$ cat src/rtl/repeat_count_sequencer.sv
// Repeat-each-value counter controller: steps cnt 0..limit, holding each value rpt_cfg valid cycles.
// Optional RPT_AUTO_RESTART_EN: DONE restarts the run directly instead of returning to IDLE.
module repeat_count_sequencer #(
  parameter int CNT_W      = 2,
  parameter int RPT_W      = 3,
  parameter int DEF_REPEAT = 5,
  parameter int DEF_LIMIT  = 3
) (
  input  logic             clk,
  input  logic             rst,
  input  logic             cfg_valid,
  output logic             cfg_ready,
  input  logic [RPT_W-1:0] cfg_repeat,
  input  logic [CNT_W-1:0] cfg_limit,
  output logic             cfg_err,
  input  logic             start,
  input  logic             pause,
  input  logic             abort,
  output logic [CNT_W-1:0] cnt,
  output logic             cnt_valid,
  output logic             busy,
  output logic             done
);

  typedef enum logic [1:0] {S_IDLE, S_RUN, S_HOLD, S_DONE} state_t;

  localparam logic [RPT_W-1:0] REP_ONE = RPT_W'(1);
  localparam logic [RPT_W-1:0] RPT_DEF = RPT_W'(DEF_REPEAT);
  localparam logic [CNT_W-1:0] LIM_DEF = CNT_W'(DEF_LIMIT);
  localparam logic [CNT_W-1:0] CNT_ONE = CNT_W'(1);

  state_t           state_q, state_d;
  logic [CNT_W-1:0] cnt_q, cnt_d;
  logic [RPT_W-1:0] rep_q, rep_d;
  logic [RPT_W-1:0] rpt_cfg_q, rpt_cfg_d;
  logic [CNT_W-1:0] lim_cfg_q, lim_cfg_d;
  logic             cnt_valid_q, cnt_valid_d;
  logic             busy_q, busy_d;
  logic             done_q, done_d;
  logic             cfg_err_q, cfg_err_d;
  logic             cfg_ready_q, cfg_ready_d;
  logic             cfg_accept;
  logic             rep_last;
  logic             last_elem;

  always_comb begin
    state_d    = state_q;
    cnt_d      = cnt_q;
    rep_d      = rep_q;
    rpt_cfg_d  = rpt_cfg_q;
    lim_cfg_d  = lim_cfg_q;
    cfg_err_d  = 1'b0;
    cfg_accept = cfg_valid && (state_q == S_IDLE);
    rep_last   = (rep_q == rpt_cfg_q);
    last_elem  = rep_last && (cnt_q == lim_cfg_q);

    if (cfg_accept) begin
      lim_cfg_d = cfg_limit;
      if (cfg_repeat == '0) begin
        rpt_cfg_d = REP_ONE;
        cfg_err_d = 1'b1;
      end else begin
        rpt_cfg_d = cfg_repeat;
      end
    end

    case (state_q)
      S_IDLE: begin
        cnt_d = '0;
        rep_d = REP_ONE;
        if (start && !abort) state_d = S_RUN;
      end
      S_RUN: begin
        if (abort) begin
          state_d = S_IDLE;
          cnt_d   = '0;
          rep_d   = REP_ONE;
        end else if (last_elem) begin
          // Completion wins over pause: the final element has already been emitted.
          state_d = S_DONE;
        end else begin
          // The element shown this cycle is consumed even when pausing, so HOLD
          // parks on the next element and resume neither drops nor repeats one.
          if (rep_last) begin
            rep_d = REP_ONE;
            cnt_d = cnt_q + CNT_ONE;
          end else begin
            rep_d = rep_q + REP_ONE;
          end
          if (pause) state_d = S_HOLD;
        end
      end
      S_HOLD: begin
        if (abort) begin
          state_d = S_IDLE;
          cnt_d   = '0;
          rep_d   = REP_ONE;
        end else if (!pause) begin
          state_d = S_RUN;
        end
      end
      S_DONE: begin
        cnt_d = '0;
        rep_d = REP_ONE;
        if (abort) begin
          state_d = S_IDLE;
        end else begin
`ifdef RPT_AUTO_RESTART_EN
          state_d = S_RUN;
`else
          state_d = S_IDLE;
`endif
        end
      end
      default: begin
        state_d = S_IDLE;
        cnt_d   = '0;
        rep_d   = REP_ONE;
      end
    endcase

    // Status outputs are registered copies of what the next state implies.
    cnt_valid_d = (state_d == S_RUN);
    busy_d      = (state_d != S_IDLE);
    done_d      = (state_d == S_DONE);
    cfg_ready_d = (state_d == S_IDLE);
  end

  always_ff @(posedge clk) begin
    if (rst) begin
      state_q     <= S_IDLE;
      cnt_q       <= '0;
      rep_q       <= REP_ONE;
      rpt_cfg_q   <= RPT_DEF;
      lim_cfg_q   <= LIM_DEF;
      cnt_valid_q <= 1'b0;
      busy_q      <= 1'b0;
      done_q      <= 1'b0;
      cfg_err_q   <= 1'b0;
      cfg_ready_q <= 1'b1;
    end else begin
      state_q     <= state_d;
      cnt_q       <= cnt_d;
      rep_q       <= rep_d;
      rpt_cfg_q   <= rpt_cfg_d;
      lim_cfg_q   <= lim_cfg_d;
      cnt_valid_q <= cnt_valid_d;
      busy_q      <= busy_d;
      done_q      <= done_d;
      cfg_err_q   <= cfg_err_d;
      cfg_ready_q <= cfg_ready_d;
    end
  end

  assign cnt       = cnt_q;
  assign cnt_valid = cnt_valid_q;
  assign busy      = busy_q;
  assign done      = done_q;
  assign cfg_err   = cfg_err_q;
  assign cfg_ready = cfg_ready_q;

endmodule

$ cat config.mk
export PLATFORM = sky130hd
export DESIGN_NAME = repeat_count_sequencer
export DESIGN_NICKNAME = d
export VERILOG_FILES = /design/src/rtl/repeat_count_sequencer.sv
export SDC_FILE = /design/constraint.sdc
export NUM_CORES = 1
export LEC_CHECK = 0
export CORE_MARGIN = 2
export CORE_UTILIZATION = 43
export DETAILED_ROUTE_END_ITERATION = 10
export PLACE_DENSITY = 0.72
export SLEW_MARGIN = 10
export SYNTH_ARGS = -nofsm -noshare
export SYNTH_HDL_FRONTEND = slang
export SYNTH_SLANG_ARGS = --single-unit
$ cat constraint.sdc
create_clock -name clk -period 1.5 [get_ports clk]
set_input_delay 0.3 -clock clk [delete_from_list [all_inputs] [get_ports clk]]
set_output_delay 0.3 -clock clk [all_outputs]
set_load 0.01 [all_outputs]
# Yosys cells after proc, flatten, opt, wreduce, memory -nomap -nowiden
# Index checks and enable logic that the tools add are counted.
[totals]
regBits = 17
inputBits = 11
out_inout_bits = 7
wordCells = 54
[classes]
addsub = 2
n_eq_ne = 10
n_mux = 19
bitwise = 1
reduce_logical = 12
[ops]
columns = ["cell", "n"]
rows = [
  ["2-bit two-way mux", 10],
  ["3-bit two-way mux", 5],
  ["3-bit one-hot mux with 3 select lines", 1],
  ["2-bit one-hot mux with 4 select lines", 1],
  ["2-bit equality test, second input constant", 3],
  ["3-bit inequality test, second input constant", 2],
  ["2-bit one-hot mux with 3 select lines", 1],
  ["2-bit by 1-bit equality test with 1-bit output, second input constant", 2],
  ["2-bit logical NOT", 2],
  ["2-bit OR reduction", 2],
  ["3-bit by 1-bit adder with 3-bit output, second input constant", 1],
  ["3-bit equality test", 1],
  ["1-bit logical AND", 3],
  ["3-bit logical NOT", 1],
  ["3-bit AND reduction", 1],
  ["2-bit by 1-bit adder with 2-bit output, second input constant", 1],
  ["2-bit equality test", 1],
  ["2-bit inequality test, second input constant", 1],
  ["2-bit AND reduction", 1],
  ["2-bit nonzero test", 1],
  ["1-bit logical NOT", 1],
  ["1-bit two-way mux", 1],
  ["1-bit NOT", 1],
]

# Logic depth before layout (Yosys ltp)
# Gate-level depths: netlist of the first run.
[logic_depth]
depth_word = 6
ltp_mapped = 5

# Worst setup path after synthesis of the first run
# Ideal clock, no wire load.
[synth_timing]
path_type = "register to register"
startpoint = "register rep_q[2]"
endpoint = "register cnt_q[0] (netlist: cnt[0])"
arrival_ns = 1.449
path_slack_ns = -0.024
path_stages_with_launch = 5
path_buffers = 0
period_less_slack_ns = 1.524
cell_sequence = "dfxtp_1 > xor2_1 > or3_4 > or4_1 > a31oi_1"
[synth_via]
elab_chain_len = 4
[synth_rtl]
columns = ["element", "line", "text"]
rows = [
  ["start, declared", "34", "logic [RPT_W-1:0] rep_q, rep_d;"],
  ["start signal, assigned", "144", "rep_q <= rep_d;"],
  ["3-bit equality test *", "54", "rep_last = (rep_q == rpt_cfg_q);"],
  ["1-bit logical AND", "55", "last_elem = rep_last && (cnt_q == lim_cfg_q);"],
  ["3-bit inequality test (no line)", "-", ""],
  ["3-bit AND reduction (no line) *", "-", ""],
  ["end signal, assigned", "143", "cnt_q <= cnt_d;"],
  ["end, declared", "33", "logic [CNT_W-1:0] cnt_q, cnt_d;"],
]
# Mark *: on every way between the ends. The rest lies on a longest branch, timed or not.
# A chain may end at the register's enable or synchronous reset.

# Worst setup path in the final report of the first run
# Same ends and word-level chain as after synthesis.

==> flow_summary.yaml, run 1 <==
cells_and_area:
  layout.cells.most_common_list: "buf_4, nand2_1, clkdlybuf4s50_1"
  design_area_um2: 1250
  area_growth_pct: 49.7
  mostFrequentLayoutCell: "buf_4"
  n_antenna_cell: 0
  drive_gt1_frac: 0.297
  fin_cells: 163
  multi_input_area_um2: 504
  fill_cells: 144
  final_util: 0.702
  nets: 151
  final-seq-area_um2: 353
worst_setup_path:
  cp_data_arrival_time_ns: 1.80
  critPathCaptureType: "flip-flop"
  cp-startpoint: "rep_q[2]"
  worstPathMaxFanout: 3
  rr_startpoint: "rep_q[2]"
  critical-path-top-delay-family: "simple AND/OR/NAND/NOR gates"
  slowest_delay_ns: 0.48
  crit_required_ns: 1.73
  slowest_stage: "or4_1"
  crit_chain: "xor2_1, or3_4, or4_1, a31oi_1"
  crit_type: "flip-flop to flip-flop"
  cp-start-kind: "flip-flop"
  crit_buf_inv: 0
  regToRegSetupSlack_ns: -0.07
status:
  violations: "setup timing"
  status: "finished, violations left"
cts:
  cts_root_buf: "clkbuf_4"
  clock_path_buffers: 2
  cts.sinks: 17
  worst_setup_hold_path_clk_slew_ns: 0.11
  cts_tree: "built"
  cts_made_buffers: 3
  clk_latency_ns: 0.30
  htreeDepth: 1
routing:
  firstDrtPassIters: 3
  wl_per_cell_um: 12.3
  routed_via_density: 5.37
  wirelength_um: 2010
  top_layer: "met4"
  vias: 876
  wl_met1_um: 934
  met2_length_um: 918
  wl_met3_um: 80
  drt-initial-drc-count: 9
  drc: 0
  drtAntennaViolNets: 0
synthesis:
  seq_area_frac_synth: 0.407
  syn_area_um2: 836
  synth.net_count: 111
  synthFlopType: "dfxtp_1"
  avgSynthCellArea_um2: 8.44
  synth-async-reset-ratio: 0
  synth_edf_count: 0
  yosysWarnings: 0
  netlist_instances: 99
  ys_types: 35
  synth-seq-cells: 17
global_routing:
  gr-usage-all-layers: 0.204
  grt_pass1_wl_um: 3180
  antenna_found_initial: 0
  grt_max_degree: 11
  gr-total-overflow: 0
  grt_pass1_vias: 789
floorplanning:
  dieArea_um2: 2310
  io_pins: 18
  rows: 15
  core_um2: 1780
  die_h_um: 48.1
  start_util: 0.469
  fp.dieW_um: 48.1
power:
  p_leak_nw: 0.527
  total_power_mw: 0.917
  power_density_nw_per_um2: 733
  ir_drop_v: 0.000542
job:
  drv_cap: 0
sta:
  skew_ns: 0.00518
  hold_viol: 0
  fin_crit_sh: 1.05
  relSlewSlack: 0.781
  period_needed_ns: 1.57
  fin_ws_ns: -0.0740
  setup_viol: 2
  timing.fmax_ghz: 0.635
  rsz0062_at_grt: "true"
  maxSlewViolCount: 0
  setup-tns-final_ns: -0.114
  whs_ns: 0.470
  tightest_slew_ns: 0.326
place:
  pre_cts_ws_ns: -0.250
  gp_congestion: 0.880
  place_hpwl_um: 1560
  numPortBuffers: 17
  post_dp_cell_area_um2: 1180
  place_inst: 159
hold_path:
  min_from: "rpt_cfg_q[1]"
  hold_path.class: "flip-flop to flip-flop"
## state kept, by name (all words and copies together), names as in the netlist
name       flops
cnt_valid      1
state_q        2
done           1
lim_cfg_q      2
cfg_err        1
cnt            2
busy           1
rpt_cfg_q      3
cfg_ready      1
rep_q          3
## logic make-up (layout without fill, tap and decap cells)
logic type               count (synthesis)  after routing  synth area share
AO/OA/AOI/OAI                           25             25             0.210
XOR/XNOR                                 7              7            0.0734
AND/OR/NAND/NOR                         45             45             0.275
adder cells (fa/ha/maj)                  1              1            0.0150
buffers and inverters                    4             43            0.0195
flip-flops                              17             17             0.407
## power by group
part           switching [mW]  total (mW)  internal [mW]  leakage [nW]
Clock                   0.157       0.256         0.0994        0.0177
Combinational          0.0796       0.180          0.101         0.368
Sequential             0.0136       0.480          0.467         0.141
Total                   0.250       0.917          0.667         0.527
## metal layers
metal	global-route usage	vias to the layer above
met2	0.317	20
met1	0.240	405
met5	0	-
met4	0.135	0
li1	-	445
met3	0.0604	6
## cells in the mapped netlist, types with 2 or more instances
cell      count  share of area
nor2b_1       2          0.015
a211oi_1      3          0.027
nor2_1        8          0.036
nand3b_1      3          0.027
nor3_1        5          0.030
clkbuf_1      2         0.0090
a31oi_1       3          0.022
nand2_1      14          0.063
xnor2_1       2          0.021
a21oi_1       4          0.024
o211ai_1      2          0.018
xor2_1        5          0.052
dfxtp_1      17           0.41
nand3_1       5          0.030
o21ai_0       4          0.024
## area by class of cell
class | instances | share of cell area
clock buffers | 3 | 0.0180
clock inverters | 1 | 0.00400
flip-flops and latches | 17 | 0.282
inverters | 1 | 0.00300
well taps | 25 | 0.0250
repair buffers | 38 | 0.265
multi-input cells | 78 | 0.403
## what timing repair did
action | CTS | global route
pin swaps | 0 | 2
gates cloned | 0 | 0
hold buffers | 0 | 0
gates resized for setup | 7 | 9
buffers inserted | 0 | 0
setup endpoints to repair | 4 | 12
## path summary, 6_finish.rpt
check                 end  cells past startpoint
max reg2reg        cnt[0]                      4
max                cnt[0]                      4
min          rpt_cfg_q[1]                      2
min reg2reg  rpt_cfg_q[1]                      2
## tightest hold or removal path: stages, from the launching register on
cell and delay (ns):
dfxtp_1 0.33, nand2_1 0.05, a21oi_1 0.05
Power figures use the tool's default switching activity.
==> inputs of run 2 (changes only) <==
- CORE_UTILIZATION: 43 -> 52
- PLACE_DENSITY: 0.72 -> 0.82
- clock period: 1.5 -> 1.91 ns (I/O delays scaled with it)
==> run 2 against run 1 <==
  * The flow now finishes without violations
  * Count of clock-buffer cells in the layout rose by 1
  * Worst setup slack gained 0.23 ns
  * Die area is 16% lower
  * First-iteration DRC count grew to 3.8 times the previous value
  * Sequential cell count unchanged
  * Highest routed layer unchanged
  * Routed wire length decreased by 11%
  * Combinational power shrank 39%
  * Sequential power fell by 21%
  * Critical path depth decreased by 3
  * Clock skew about the same
==> flow_summary.yaml, run 2 (synthesis results as in run 1) <==
global_routing:
  gr-total-overflow: 0
  gr-usage-all-layers: 0.200
  antenna_found_initial: 0
  grt_pass1_wl_um: 2860
  grt_max_degree: 10
  grt_pass1_vias: 676
floorplanning:
  die_h_um: 44.1
  rows: 14
  core_um2: 1510
  start_util: 0.555
  fp.dieW_um: 44.1
  io_pins: 18
  dieArea_um2: 1940
routing:
  routed_via_density: 5.77
  firstDrtPassIters: 4
  drtAntennaViolNets: 0
  wirelength_um: 1780
  drt-initial-drc-count: 34
  wl_per_cell_um: 13.1
  drc: 0
  vias: 785
cts:
  cts_tree: "built"
  postCtsSetupBuffers: 0
  worst_setup_hold_path_clk_slew_ns: 0.09
  clock_path_buffers: 2
  cts_resized: 0
  cts_made_buffers: 3
  holdBufCountCts: 0
  cts.sinks: 17
  clk_latency_ns: 0.28
  cts_root_buf: "clkbuf_4"
  htreeDepth: 1
cells_and_area:
  multi_input_area_um2: 479
  layout.cells.most_common_list: "dfxtp_1, clkdlybuf4s50_1, nand2_1"
  reg_top3: "rep_q x3, rpt_cfg_q x3"
  design_area_um2: 1060
  nets: 133
  fill_cells: 132
  n_antenna_cell: 0
  drive_gt1_frac: 0.0917
  area_growth_pct: 27.1
  final-seq-area_um2: 340
worst_setup_path:
  crit_type: "flip-flop to primary output"
  slowest_delay_ns: 0.59
  critPathCaptureType: "primary output"
  crit_chain: "clkdlybuf4s50_1"
  critical-path-top-delay-family: "buffers and inverters"
  cp-start-kind: "flip-flop"
  crit_buf_inv: 1
  cp_data_arrival_time_ns: 1.37
  worstPathMaxFanout: 8
  slowest_stage: "clkdlybuf4s50_1"
  crit_required_ns: 1.53
sta:
  tightest_slew_ns: 0.477
  period_needed_ns: 1.75
  rsz0062_at_grt: "false"
  fin_ws_ns: 0.156
  maxSlewViolCount: 0
  timing.fmax_ghz: 0.570
  relSlewSlack: 0.681
  setup-tns-final_ns: 0
  fin_crit_sh: 0.919
  skew_ns: 0.00468
  hold_viol: 0
  setup_viol: 0
place:
  numPortBuffers: 17
  gp_congestion: 0.847
  place_hpwl_um: 1360
  post_dp_cell_area_um2: 1040
  pre_cts_ws_ns: 0.0738
power:
  total_power_mw: 0.678
  power_density_nw_per_um2: 638
  ir_drop_v: 0.000411
  p_leak_nw: 0.389
hold_path:
  hold_path.class: "flip-flop to flip-flop"
status:
  status: "completed"
job:
  drv_cap: 0
-- run 2: changes by cell type in the layout (fill, tap and decap cells not counted), moves of 2 or more --
cell	before	now
dfxtp_4	2	0
clkdlybuf4s50_1	14	17
dfxtp_1	11	17
dfxtp_2	4	0
buf_4	21	3
dlymetal6s2s_1	2	0
-- run 2: worst min-delay path, cell delays in order, from the launching register on --
cell     delay (ns)
dfxtp_1        0.33
nand2_1        0.06
a21oi_1        0.05
-- run 2: final timing paths --
check	from	to	slack, ns	depth (start not counted)
setup / recovery	cnt[0]	cnt[0]	0.16	1
hold / removal	rpt_cfg_q[1]	rpt_cfg_q[1]	0.48	2
setup reg to reg	rep_q[2]	cnt[0]	0.24	4
hold reg to reg	rpt_cfg_q[1]	rpt_cfg_q[1]	0.48	2
-- run 2: layout make-up --
| type | count | share of cell area |
|---|---|---|
| multi-input cells | 78 | 0.451 |
| flip-flops and latches | 17 | 0.320 |
| repair buffers | 20 | 0.181 |
| clock buffers | 4 | 0.0247 |
| well taps | 16 | 0.0188 |
| inverters | 1 | 0.00353 |
-- run 2: metal layers --
layer / GRT usage / share of wire / vias up
met2: 0.312 / 0.46 / 28
met3: 0.0286 / 0.059 / 2
met4: 0.0909 / 0.0056 / 0
met1: 0.276 / 0.47 / 352
met5: 0 / 0 / -
li1: - / - / 403
-- run 2: metrics by stage --
| stage | utilization | std cells | hold slack, ns |
|---|---|---|---|
| 6_report | 0.705 | 136 | 0.479 |
| 4_1_cts | 0.705 | 136 | 0.485 |
| 3_5_place_dp | 0.688 | 132 | 0.461 |
| 5_1_grt | 0.705 | 136 | 0.506 |
| 3_3_place_gp | 0.688 | 132 | 0.458 |
| 2_1_floorplan | - | 99 | 0.442 |
-- run 2: power breakdown --
part,switching (mW),leakage [nW],total (mW),internal [mW]
combinational,0.0528,0.235,0.110,0.0569
sequential,0.0120,0.139,0.381,0.369
clock,0.107,0.0150,0.188,0.0811
total,0.171,0.389,0.678,0.507
